## config.mk

```make
export PLATFORM = sky130hd
export DESIGN_NAME = ntt_ctrl
export DESIGN_NICKNAME = d
export VERILOG_FILES = /design/src/rtl/ntt_pkg.sv /design/src/rtl/ntt_addr_gen.sv /design/src/rtl/ntt_ctrl.sv
export SDC_FILE = /design/constraint.sdc
export NUM_CORES = 1
export LEC_CHECK = 0
export CORE_MARGIN = 1
export CORE_UTILIZATION = 57
export CTS_BUF_LIST = sky130_fd_sc_hd__clkbuf_4 sky130_fd_sc_hd__clkbuf_8
export CTS_CLUSTER_SIZE = 25
export DETAILED_ROUTE_END_ITERATION = 8
export GPL_ROUTABILITY_DRIVEN = 1
export PLACE_DENSITY = 0.84
export SLEW_MARGIN = 30
export SYNTH_ARGS = -nofsm -noshare
export SYNTH_HDL_FRONTEND = slang
export SYNTH_SLANG_ARGS = --single-unit
```

## constraint.sdc

```tcl
create_clock -name clk_i -period 12.9 [get_ports clk_i]
set_input_delay 2.58 -clock clk_i [delete_from_list [all_inputs] [get_ports clk_i]]
set_output_delay 2.58 -clock clk_i [all_outputs]
set_load 0.05 [all_outputs]
```

## src/rtl/ntt_pkg.sv

```systemverilog
// Shared constants and types for the NTT sequencer.
// Pure declarations; no logic, no latency, no flow control.
package ntt_pkg;
    localparam int N            = 256;
    localparam int ADDR_W       = 8;
    localparam int TW_W         = 8;
    localparam int KYBER_LAYERS = 7;
    localparam int DIL_LAYERS   = 8;

    typedef enum logic [1:0] {IDLE, RUN, DRAIN, DONE} ntt_state_t;
    typedef logic [ADDR_W-1:0] addr_t;
endpackage

```

## src/rtl/ntt_addr_gen.sv

```systemverilog
// Maps pair index p and layer length 2^shift to butterfly addresses and twiddle index.
// Purely combinational, zero latency; no backpressure.
module ntt_addr_gen
    import ntt_pkg::*;
(
    input  logic [6:0]      p_i,
    input  logic [2:0]      shift_i,
    input  logic            inverse_i,
    output addr_t           addr_a_o,
    output addr_t           addr_b_o,
    output logic [TW_W-1:0] tw_idx_o
);
    logic [7:0] len;
    logic [7:0] grp;
    logic [7:0] ofs;
    logic [7:0] base;

    always_comb begin
        len  = 8'd1 << shift_i;
        grp  = {1'b0, p_i} >> shift_i;
        ofs  = {1'b0, p_i} & (len - 8'd1);
        base = (grp << ({1'b0, shift_i} + 4'd1)) | ofs;
        // 255 >> s equals 256/len - 1, which keeps the inverse index in 8 bits
        tw_idx_o = inverse_i ? (8'd255 >> shift_i) - grp
                             : (8'd128 >> shift_i) + grp;
    end

    assign addr_a_o = base;
    assign addr_b_o = base + len;
endmodule

```

## src/rtl/ntt_ctrl.sv

```systemverilog
// Butterfly sequencer for in-place NTT/INTT over a 256-entry RAM; optional cycles_o under NTT_CYCLE_CNT_EN.
// One butterfly per cycle; writes trail reads by RD_LAT; RD_LAT drain cycles between layers.
// No backpressure: start_i is only accepted in IDLE, ignored while busy or in DONE.
module ntt_ctrl
    import ntt_pkg::*;
#(
    parameter int RD_LAT = 1,
    parameter int CNT_W  = 16
) (
    input  logic            clk_i,
    input  logic            rst_ni,
    input  logic            start_i,
    input  logic            scheme_i,
    input  logic            inverse_i,
    output logic            busy_o,
    output logic            done_o,
    output logic            sel_red_o,
    output logic            sel_butterfly_o,
    output logic            rd_en_o,
    output addr_t           rd_addr_a_o,
    output addr_t           rd_addr_b_o,
    output logic [TW_W-1:0] tw_idx_o,
    output logic            wr_en_o,
    output addr_t           wr_addr_a_o,
    output addr_t           wr_addr_b_o
`ifdef NTT_CYCLE_CNT_EN
    ,
    output logic [CNT_W-1:0] cycles_o
`endif
);
    localparam logic [1:0] DRAIN_LAST = 2'(RD_LAT - 1);

    ntt_state_t state_q;
    logic [6:0] p_q;
    logic [2:0] shift_q;
    logic [1:0] drain_q;
    logic       sel_red_q;
    logic       sel_bf_q;
    logic       run;
    logic       last_layer;
    addr_t      gen_a;
    addr_t      gen_b;
    logic [TW_W-1:0] gen_tw;

    logic  wr_en_sr_q [RD_LAT];
    addr_t wr_a_sr_q  [RD_LAT];
    addr_t wr_b_sr_q  [RD_LAT];

    assign run = (state_q == RUN);
    // Kyber stops at len 2 (shift 1), Dilithium at len 1 (shift 0)
    assign last_layer = sel_bf_q ? (shift_q == 3'd7) : (shift_q == {2'b00, sel_red_q});

    ntt_addr_gen u_addr_gen (
        .p_i       (p_q),
        .shift_i   (shift_q),
        .inverse_i (sel_bf_q),
        .addr_a_o  (gen_a),
        .addr_b_o  (gen_b),
        .tw_idx_o  (gen_tw)
    );

    always_ff @(posedge clk_i or negedge rst_ni) begin
        if (!rst_ni) begin
            state_q   <= IDLE;
            p_q       <= '0;
            shift_q   <= '0;
            drain_q   <= '0;
            sel_red_q <= 1'b0;
            sel_bf_q  <= 1'b0;
        end else begin
            case (state_q)
                IDLE: if (start_i) begin
                    sel_red_q <= scheme_i;
                    sel_bf_q  <= inverse_i;
                    shift_q   <= inverse_i ? {2'b00, scheme_i} : 3'd7;
                    p_q       <= '0;
                    state_q   <= RUN;
                end
                RUN: begin
                    p_q <= p_q + 7'd1;
                    if (p_q == 7'd127) begin
                        drain_q <= '0;
                        state_q <= DRAIN;
                    end
                end
                DRAIN: begin
                    drain_q <= drain_q + 2'd1;
                    if (drain_q == DRAIN_LAST) begin
                        if (last_layer) begin
                            state_q <= DONE;
                        end else begin
                            shift_q <= sel_bf_q ? shift_q + 3'd1 : shift_q - 3'd1;
                            state_q <= RUN;
                        end
                    end
                end
                DONE:    state_q <= IDLE;
                default: state_q <= IDLE;
            endcase
        end
    end

    always_ff @(posedge clk_i or negedge rst_ni) begin
        if (!rst_ni) begin
            for (int i = 0; i < RD_LAT; i++) begin
                wr_en_sr_q[i] <= 1'b0;
                wr_a_sr_q[i]  <= '0;
                wr_b_sr_q[i]  <= '0;
            end
        end else begin
            wr_en_sr_q[0] <= rd_en_o;
            wr_a_sr_q[0]  <= rd_addr_a_o;
            wr_b_sr_q[0]  <= rd_addr_b_o;
            for (int i = 1; i < RD_LAT; i++) begin
                wr_en_sr_q[i] <= wr_en_sr_q[i-1];
                wr_a_sr_q[i]  <= wr_a_sr_q[i-1];
                wr_b_sr_q[i]  <= wr_b_sr_q[i-1];
            end
        end
    end

    assign busy_o          = run || (state_q == DRAIN);
    assign done_o          = (state_q == DONE);
    assign sel_red_o       = sel_red_q;
    assign sel_butterfly_o = sel_bf_q;
    assign rd_en_o         = run;
    assign rd_addr_a_o     = run ? gen_a  : '0;
    assign rd_addr_b_o     = run ? gen_b  : '0;
    assign tw_idx_o        = run ? gen_tw : '0;
    assign wr_en_o         = wr_en_sr_q[RD_LAT-1];
    assign wr_addr_a_o     = wr_a_sr_q[RD_LAT-1];
    assign wr_addr_b_o     = wr_b_sr_q[RD_LAT-1];

`ifdef NTT_CYCLE_CNT_EN
    logic [CNT_W-1:0] cyc_q;

    always_ff @(posedge clk_i or negedge rst_ni) begin
        if (!rst_ni) begin
            cyc_q <= '0;
        end else if (state_q == IDLE && start_i) begin
            cyc_q <= '0;
        end else if (busy_o && cyc_q != '1) begin
            cyc_q <= cyc_q + 1'b1;
        end
    end

    assign cycles_o = cyc_q;
`endif
endmodule

```

==> results by group <==
Run status
  • Outcome: completed

Detailed routing
  • DRT iter0 DRCs: 333
  • DRT Pass-1 Iters: 5
  • # DRC: 0
  • Via/cell ratio: 6.132
  • WL final: 8548 um
  • DR WL/cell: 16.83 um
  • Final ANT Viol Nets: 0
  • Vias post-DR: 3,115

Floorplan
  • Ports: 51
  • Initial Utilization: 0.5919
  • Die footprint: 0.006061 sq mm
  • Die width: 77.85 um
  • Num rows: 27
  • Core Box Area: 0.005540 sq mm
  • Die Y: 77.85 um

Yosys
  • Most used DFF post-synth: dfrtp_1
  • Post-Synthesis Cell Area: 0.003279 sq mm
  • Synth Register Bits: 33
  • Distinct cells, synth: 63
  • Seq/Total Area, Yosys: 0.2518
  • Top area cells in the synthesized netlist: dfrtp_1, ha_1, nand2_1
  • Avg Inst Size Synth: 8.260 sq um
  • EDFF count, synth: 0
  • Mapped Cells: 397
  • Post-synthesis async set-or-reset flop share: 1.000
  • Yosys Warn Count: 0
  • Mapped Nets: 436
  • Yosys top cell by area: dfrtp_1
  • Area share of the largest cell type after synthesis: 0.2518

Finish
  • Layout cells sized above 1: 0.06193
  • Multi-input logic area: 0.002250 sq mm
  • Most frequent cells in the layout: clkdlybuf4s50_1, nand2_1, dfrtp_1
  • Storage element area: 825.8 sq um
  • Most common cell after layout, fill and taps aside: clkdlybuf4s50_1
  • Fill cells: 460
  • Diode count: 0
  • Final Non-Filler Cells: 508
  • Synthesis-to-layout area growth: 18.20%
  • Layout net count: 474

STA
  • F_max: 124.6 MHz
  • Slew headroom: 0.3744
  • Tcrit/Tclk final: 0.6220
  • Max-slew violation count: 0
  • Final hold viol count: 0
  • RSZ-0062 raised after global routing: no
  • Worst Max-Slew Pin Slew: 0.9384 ns
  • Fin crit period: 8.024 ns
  • Fin Setup TNS: 0 ns
  • Worst Skew: 0.005125 ns
  • Final setup violation count: 0

Worst setup path
  • Critical path's slowest cell: dfrtp_1
  • Most numerous cell on the critical path: ha_1
  • Worst Setup Start Kind: flop
  • Slowest stage delay, CP: 0.94 ns
  • Buf+Inv Stages, Crit Path: 2
  • Worst Path Max Fanout: 28
  • Worst EP arrival: 5.44 ns
  • Crit-path cells: inv_1, ha_1, xor2_1, o22ai_1, a221oi_1, a211oi_1, a221o_1, ha_1, a21oi_1, o21ai_0, o31ai_1, nand3_1, mux2i_1, clkdlybuf4s50_1
  • Kind of critical path: flop to output port
  • Crit path max-delay family: compound AO/OA/AOI/OAI gates
  • Crit end category: output port
  • WP data required: 10.32 ns

Global routing
  • Maximum number of pins on one net before global-route repair: 37
  • Grt ovf: 0
  • Number of global-route vias before repair: 2,919
  • Global Route Usage Sum: 0.2902
  • First-pass GRT wire length: 13,950 um
  • Initial antenna violation count: 0

CTS
  • Post-CTS sizing: 0
  • CTS Buffer Depth: 2
  • Post-CTS Setup Inserts: 0
  • Htree depth: 2
  • Total CTS buffers: 5
  • # hold bufs at CTS: 0
  • Sink Count: 33
  • Clk pin slew, worst setup/hold paths: 0.07 ns
  • Clock insertion delay at the later pin of the skew report: 0.28 ns
  • CTS tree: done
  • Clock Tree Root: clkbuf_8

Placement
  • Port Buf Inserts: 50
  • Placed Cells incl. Taps: 500
  • HPWL after detailed placement: 6371 um
  • Placer's final routability congestion estimate: 0.9097

Job
  • MaxCap Viol Count: 0

Worst hold path
  • HP Class: flop to flop
registers in the layout, summed over array words and instances, names as in the netlist:
name and cells:
wr_addr_a_o 8, wr_addr_b_o 8, p_q 7, shift_q 3
drain_q 2, state_q 2, sel_butterfly_o 1, sel_red_o 1
wr_en_o 1
layer usage:
| metal | share of wire | track usage |
|---|---|---|
| met3 | 0.059 | 0.05294 |
| met4 | 0.019 | 0.08113 |
| met1 | 0.43 | 0.3695 |
| met2 | 0.49 | 0.5000 |
| met5 | 0 | 0 |
final timing paths:
check,start,end,slack (ns),depth (start not counted)
min in group asynchronous,rst_ni,wr_addr_a_o[7],2.69,2
min reg2reg,drain_q[0],drain_q[0],0.47,2
max reg2reg,shift_q[1],wr_addr_b_o[7],8.49,13
min,drain_q[0],drain_q[0],0.47,2
max,shift_q[1],rd_addr_b_o[7],4.88,14
max in group asynchronous,rst_ni,shift_q[1],9.89,2
cells in the mapped netlist, drive strengths merged (3+ instances only):
| cell | n |
|---|---|
| a22o | 3 |
| xnor2 | 9 |
| clkbuf | 12 |
| buf | 11 |
| o221ai | 3 |
| dfrtp | 33 |
| nand3 | 10 |
| o21a | 8 |
| mux2 | 4 |
| nor2b | 9 |
| mux2i | 14 |
| a21oi | 23 |
| xor2 | 5 |
| a31oi | 6 |
| and2 | 13 |
| a21boi | 3 |
| nor3b | 3 |
| o21ai | 24 |
| nand2 | 40 |
| a21o | 7 |
| inv | 23 |
| a211oi | 6 |
| nand2b | 14 |
| o31ai | 4 |
| o22ai | 10 |
| nor3 | 11 |
| ha | 32 |
| nor2 | 24 |
metrics by stage:
stage,utilization,hold WS (ns),cell area [sq um],setup WS [ns]
2_1_floorplan,-,0.4387,3279,5.893
3_3_place_gp,0.6841,0.4522,3790,5.382
3_5_place_dp,0.6841,0.4587,3790,5.282
4_1_cts,0.6996,0.4728,3876,4.956
5_1_grt,0.6996,0.5041,3876,4.528
6_report,0.6996,0.4704,3876,4.876
layout make-up:
| cell class | instances | share of cell area |
|---|---|---|
| clock buffers | 5 | 0.01775 |
| clock inverters | 3 | 0.004519 |
| inverters | 25 | 0.02421 |
| multi-input cells | 316 | 0.5804 |
| flip-flops and latches | 33 | 0.2130 |
| well taps | 72 | 0.02324 |
| repair buffers | 54 | 0.1369 |
worst reg2reg max path, cell delays in order (launching register included):
cell and delay (ns):
dfrtp_1 0.94, inv_1 0.26, ha_1 0.74, xor2_1 0.25, o22ai_1 0.12, a221oi_1 0.32
a211oi_1 0.09, a221o_1 0.32, ha_1 0.37, a21oi_1 0.16, o21ai_0 0.15, o31ai_1 0.30
nand3_1 0.12, mux2i_1 0.19
kinds of logic after synthesis:
kind of cell,synth area share
simple gates,0.1973
compound gates,0.2457
buf+inv,0.06219
fa+ha+maj,0.1343
flops,0.2518
mux,0.07134
xor+xnor,0.03739
Power is left out: the tool's default activity adds up to more than one toggle a clock period on the data nets, which glitch-free logic cannot reach.
